<file path="config.mk">
export PLATFORM = sky130hd
export DESIGN_NAME = prog_mem
export DESIGN_NICKNAME = d
export VERILOG_FILES = /design/src/rtl/prog_mem.sv
export SDC_FILE = /design/constraint.sdc
export NUM_CORES = 1
export LEC_CHECK = 0
export ABC_AREA = 0
export CAP_MARGIN = 15
export CORE_MARGIN = 2
export CORE_UTILIZATION = 50
export DETAILED_ROUTE_END_ITERATION = 8
export GPL_ROUTABILITY_DRIVEN = 0
export PLACE_DENSITY = 0.68
export SYNTH_ARGS = -nofsm -noshare
export SYNTH_HDL_FRONTEND = slang
export SYNTH_SLANG_ARGS = --single-unit
</file>
<file path="constraint.sdc">
create_clock -name clock -period 3.5 [get_ports clock]
set_input_delay 0.525 -clock clock [delete_from_list [all_inputs] [get_ports clock]]
set_output_delay 0.525 -clock clock [all_outputs]
set_load 0.02 [all_outputs]
</file>
<file path="src/rtl/prog_mem.sv">
// In-system-writable program memory for the TD4 core: combinational fetch port plus a
// valid/ready byte-stream loader. Define PROG_MEM_CHECKSUM_EN to add a trailing checksum beat.
module prog_mem #(
  parameter int ADDR_W = 4,
  parameter int DATA_W = 8
) (
  input  logic              clock,
  input  logic              reset_n,
  input  logic [ADDR_W-1:0] address,
  output logic [DATA_W-1:0] data,
  input  logic              ld_start,
  input  logic              ld_valid,
  input  logic [DATA_W-1:0] ld_data,
  output logic              ld_ready,
  output logic              ld_done,
  output logic              ld_err,
  output logic              cpu_hold
);

  localparam int DEPTH = 2 ** ADDR_W;
  localparam logic [ADDR_W-1:0] LAST_ADDR = ADDR_W'(DEPTH - 1);

`ifdef PROG_MEM_CHECKSUM_EN
  typedef enum logic [1:0] {IDLE, LOAD, CHECK, DONE} state_t;
`else
  typedef enum logic [1:0] {IDLE, LOAD, DONE} state_t;
`endif

  state_t state, state_next;

  logic [DATA_W-1:0] mem [DEPTH];
  logic [ADDR_W-1:0] wp;
  logic              beat;
  logic              load_beat;
  logic              start_accept;

  assign beat         = ld_valid & ld_ready;
  assign load_beat    = beat && (state == LOAD);
  assign start_accept = ld_start && (state == IDLE);

  // Fetch stays live during a load; the CPU is stalled by cpu_hold instead.
  assign data = mem[address];

  always_ff @(posedge clock) begin
    if (!reset_n) begin
      state <= IDLE;
    end else begin
      state <= state_next;
    end
  end

  always_comb begin
    state_next = state;
    case (state)
      IDLE: begin
        if (ld_start) begin
          state_next = LOAD;
        end
      end
      LOAD: begin
        if (beat && (wp == LAST_ADDR)) begin
`ifdef PROG_MEM_CHECKSUM_EN
          state_next = CHECK;
`else
          state_next = DONE;
`endif
        end
      end
`ifdef PROG_MEM_CHECKSUM_EN
      CHECK: begin
        if (beat) begin
          state_next = DONE;
        end
      end
`endif
      DONE: begin
        state_next = IDLE;
      end
      default: begin
        state_next = IDLE;
      end
    endcase
  end

  always_comb begin
    ld_ready = 1'b0;
    ld_done  = 1'b0;
    cpu_hold = 1'b0;
    case (state)
      LOAD: begin
        ld_ready = 1'b1;
        cpu_hold = 1'b1;
      end
`ifdef PROG_MEM_CHECKSUM_EN
      CHECK: begin
        ld_ready = 1'b1;
        cpu_hold = 1'b1;
      end
`endif
      DONE: begin
        ld_done  = 1'b1;
        cpu_hold = 1'b1;
      end
      default: begin
        ld_ready = 1'b0;
      end
    endcase
  end

  // wp cannot wrap into a second pass: LOAD is left on the beat written at DEPTH-1.
  always_ff @(posedge clock) begin
    if (!reset_n) begin
      wp <= '0;
    end else if (start_accept) begin
      wp <= '0;
    end else if (load_beat) begin
      wp <= wp + 1'b1;
    end
  end

  always_ff @(posedge clock) begin
    if (!reset_n) begin
      for (int i = 0; i < DEPTH; i++) begin
        mem[i] <= '0;
      end
    end else if (load_beat) begin
      mem[wp] <= ld_data;
    end
  end

`ifdef PROG_MEM_CHECKSUM_EN
  logic [DATA_W-1:0] sum;
  logic              err_q;

  // Running sum wraps modulo 2**DATA_W; the image is kept even when the check fails.
  always_ff @(posedge clock) begin
    if (!reset_n) begin
      sum   <= '0;
      err_q <= 1'b0;
    end else if (start_accept) begin
      sum   <= '0;
      err_q <= 1'b0;
    end else if (load_beat) begin
      sum <= sum + ld_data;
    end else if (beat && (state == CHECK)) begin
      err_q <= (ld_data != sum);
    end
  end

  assign ld_err = err_q;
`else
  assign ld_err = 1'b0;
`endif

endmodule

</file>
Word-level counts from Yosys, hierarchy flattened

Memories as Yosys holds them, arrays and structs flattened.
Index checks and enable logic that the tools add are counted.
Widths: inputs -> output; s select.

Add/subtract/negate cells: 1
Eq/ne operators: 5
Mux-type cells: 13
Bitwise logic cells: 2
Reductions and logical operators: 8

Operator list:

| kind                | number |
|---|---|
| $mux 1              | 8 |
| $mux 8              | 1 |
| $reduce_or 8->1     | 1 |
| $add 4x1->4 const B | 1 |
| $eq 4x4->1 const B  | 1 |
| $mux 2              | 2 |
| $mux 4              | 1 |
| $pmux 2 s2          | 1 |
| $reduce_or 2->1     | 2 |
| $logic_and 1x1->1   | 3 |
| $eq 2x1->1 const B  | 1 |
| $eq 2x2->1 const B  | 1 |
| $logic_not 2->1     | 1 |
| $ne 2x1->1 const B  | 1 |
| $ne 2x2->1 const B  | 1 |
| $reduce_and 2->1    | 1 |
| $and 1x1->1         | 1 |
| $not 1->1           | 1 |

Register bits after elaboration: 6
Memory bits (writable): 128
Input bits: 16
Output and inout bits: 12
Word-level logic and storage cells: 32
Memories kept: 1

Memories:

| memory | words | bits a word | rd ports | clocked after Yosys merged registers in | wr ports | line | RTL |
|---|---|---|---|---|---|---|---|
| mem    | 16    | 8           | 1        | 0                                       | 16       | 31   | `logic [DATA_W-1:0] mem [DEPTH];` |

Longest topological paths before layout

Depth after elaboration: 9
Gate-level depth with buffers: 7
Mapped depth without buffers: 6

Worst setup path before layout

OpenSTA, ideal clock, no wires.

Path kind: reg2reg
Start point: reg state[1]
End point: mem mem[13][0], enable pin
Setup time: 384 ps
Arrival time: 1903 ps
Required time: 3116 ps
Setup slack: 1213 ps
Stages on the path, launching flop included: 7
Path buffers: 1
Clock period less this slack: 2287 ps
Cell sequence: dfxtp_1 > inv_1 > ha_1 > and2_1 > clkbuf_1 > nand3_2 > o21ai_0

RTL lines:

| what                   | line | RTL |
|---|---|---|
| start, declared        | 29   | `state_t state, state_next;` |
| start signal, assigned | 48   | `state <= state_next;` |
| end, declared          | 31   |  |

Final worst setup path

Start point: in address[1]
End point: out data[0]

Longest elaborated chain between the ends: 1

RTL lines:

| what            | line | RTL |
|---|---|---|
| start, declared | 9    | `input logic [ADDR_W-1:0] address,` |
| $mem_v2 16x8    | --   |  |
| end, declared   | 10   | `output logic [DATA_W-1:0] data,` |

Every way passes these cells.

==> results.md <==
* Run status: finished clean
* Slew HR at 0.540
* Die Area at 13600 um^2
* Final HPWL DP at 9.26 mm
* ANT nets after route at 0
* Hold path endpoint: state[1]
* Final #Nets at 488
* Most frequent cells in the layout: 130 x and2_1, 128 x edfxtp_1, 25 x clkdlybuf4s50_1
* Finished Cell Area at 7450 um^2
* Cell row count at 41
* Commonest non-fill, non-tap cell in the layout: and2_1
* Area delta synth->final at 17.8%
* Maximum clock rate at 0.327 GHz
* 1st-pass router iterations at 5
* Final setup viols at 0
* Logic pwr share at 0.102
* Slew Viols, Final at 0
* Fin Setup TNS at 0 ns
* CTS buffer count at 17
* Final min period at 3.06 ns
* GRT overflow at 0
* # H-tree levels at 4
* Cell internal pwr at 3.20 mW
* #FFs+latches synth at 134
* Syn_nets at 445
* CP max FO at 32
* Core box area at 12500 um^2
* Layout cell share with drive strength beyond 1 at 0.143
* Startpoint Class: input pin
* Hold crit path type: reg2reg
* Hold Crit Depth at 2
* VDD IR-drop max at 0.324 mV
* CTS tree: done
* Vias in the first global route at 3610
* R2R cell count at 7
* CTS root buffer: clkbuf_16
* Clock Power Share at 0.447
* Period utilisation layout at 0.873
* R2R Setup Slk at 1.22 ns
* Vert. Die Dim at 116 um
* # resized after CTS at 0
* Sw Share at 0.221
* CP endpoint kind: output pin
* Final-layout fill cell count at 951
* Detail-routed via count per cell at 5.38
* WL per Instance at 20.9 um
* Kind of critical path: in2out
* CP Data Required Time at 2.97 ns
* Flop pwr share at 0.452
* Via count at 3484
* Initial DRC count at 319
* Die width at 116 um
* RR Endpoint: mem[0][5]
* Post-synthesis cell count at 420
* Max-cap violations at 0
* Synth unique cells at 29
* Worst reg2reg path startpoint: state[1]
* Register area share after synthesis at 0.626
* First-pass GRT wire length at 20.6 mm
* Routed WL at 13.6 mm
* HP Start: state[1]
* Worst-margin pin slew at 0.687 ns
* Final Hold Viols at 0
* Initial antenna violation count at 0
* Cell area after placement at 6840 um^2
* Pin count of the biggest net entering global routing at 33
* Clock Latency Late Sink at 0.42 ns
* Switch Pwr at 0.906 mW
* N_diodes at 0
* CTS Hold Bufs at 0
* Syn Area/Cell at 15.1 um^2
* CP arrival at 2.53 ns
* All-layer global routing usage at 0.219
* Initial Util at 0.508
* Synthesis Warnings at 0
* Lkg Pwr at 2.81 nW
* Cell Pwr Density at 551 nW/um^2
* Final Skew at 0.0183 ns
* Port bufs at 26
* Setup Fix Bufs, Post-CTS at 0
* Setup crit start: address[1]
* Residual DRC at 0
* Clock Pin Slew Worst Setup and Hold Paths at 0.06 ns
* Boundary pin count at 28
* Mapped Area at 6330 um^2
* CTS Buffer Depth at 2
* Clock sink count at 134
* RSZ-0062 raised after global routing: false
==> cell usage after synthesis <==
library cell / count / area (um^2)
nand3_2: 1 / 10.0
xor2_1: 2 / 17.5
a22oi_1: 16 / 120
nand4_1: 2 / 12.5
buf_6: 3 / 33.8
nor2b_1: 4 / 25.0
nand2b_1: 6 / 37.5
and2b_1: 1 / 7.51
a21oi_1: 1 / 5.00
o21ai_0: 12 / 60.1
mux4_2: 14 / 315
nand2_1: 15 / 56.3
nor2_1: 17 / 63.8
and3_1: 1 / 6.26
buf_2: 5 / 25.0
buf_4: 2 / 15.0
nor3_2: 1 / 10.0
inv_1: 4 / 15.0
conb_1: 1 / 3.75
xnor2_1: 1 / 8.76
mux2i_1: 3 / 30.0
edfxtp_1: 128 / 3840
clkbuf_1: 11 / 41.3
ha_1: 9 / 113
clkdlybuf4s25_2: 3 / 30.0
dfxtp_1: 6 / 120
nor3_1: 3 / 15.0
mux4_1: 18 / 473
and2_1: 130 / 813
==> per-stage QoR <==
stage	hold slack [ns]	utilization	worst slack, ns	instances	power (mW)
floorplan	0.509	-	1.21	420	2.14
global placement	0.543	0.549	0.453	616	2.30
detailed placement	0.556	0.549	0.437	616	2.31
finish	0.559	0.598	0.443	648	4.10
global route	0.609	0.598	0.338	648	4.24
CTS	0.572	0.598	0.420	648	4.13
==> worst max-delay path, cell delays in order <==
cell and delay (ns):
clkdlybuf4s50_1 0.51, buf_12 0.22, mux4_1 0.36, a22oi_1 0.24, nand2_1 0.11, clkdlybuf4s50_1 0.54
==> kinds of logic after synthesis <==
| logic type | after synthesis | synth area share |
|---|---|---|
| xor+xnor | 3 | 0.00415 |
| buf+inv | 28 | 0.0253 |
| mux | 35 | 0.129 |
| other cells | 1 | 0.000593 |
| compound gates | 29 | 0.0293 |
| fa+ha+maj | 9 | 0.0178 |
| flops | 134 | 0.626 |
| simple gates | 181 | 0.167 |
==> final cells by class <==
| class | count | area, um^2 | share of cell area |
|---|---|---|---|
| timing repair buffer | 48 | 445 | 0.0598 |
| multi-input combinational | 258 | 2200 | 0.296 |
| clock inverter | 14 | 183 | 0.0245 |
| tap | 172 | 215 | 0.0289 |
| sequential | 134 | 3960 | 0.532 |
| clock buffer | 18 | 429 | 0.0576 |
| inverter | 4 | 15.0 | 0.00201 |
==> power groups by stage <==
| stage | combinational (mW) | sequential, mW | clock (mW) |
|---|---|---|---|
| after global routing | 0.454 | 1.86 | 1.93 |
| after floorplan | 0.266 | 1.88 | 0 |
| final | 0.417 | 1.85 | 1.83 |
| after global placement | 0.412 | 1.88 | 0 |
| after CTS | 0.423 | 1.86 | 1.85 |
| after detailed placement | 0.420 | 1.89 | 0 |
==> layer usage <==
layer / up-vias / share of wire / global-route usage
li1: 1641 / - / -
met1: 1738 / 0.41 / 0.273
met2: 97 / 0.54 / 0.374
met3: 8 / 0.043 / 0.0519
met4: 0 / 0.0095 / 0.0817
met5: - / 0 / 0
==> sequential cells by signal, summed over array words and instances (netlist names) <==
name   flops
wp         4
mem      128
state      2
==> how the worst max path moves through the flow <==
| stage | end | slack (ns) | cells past startpoint |
|---|---|---|---|
| after floorplan | mem[13][0] | 1.21 | 6 |
| after global placement | data[3] | 0.45 | 6 |
| after detailed placement | data[3] | 0.44 | 6 |
| after CTS | data[3] | 0.42 | 6 |
| after global routing | data[0] | 0.34 | 7 |
| final | data[0] | 0.44 | 6 |
No activity file was read; power rests on OpenSTA's default activity.
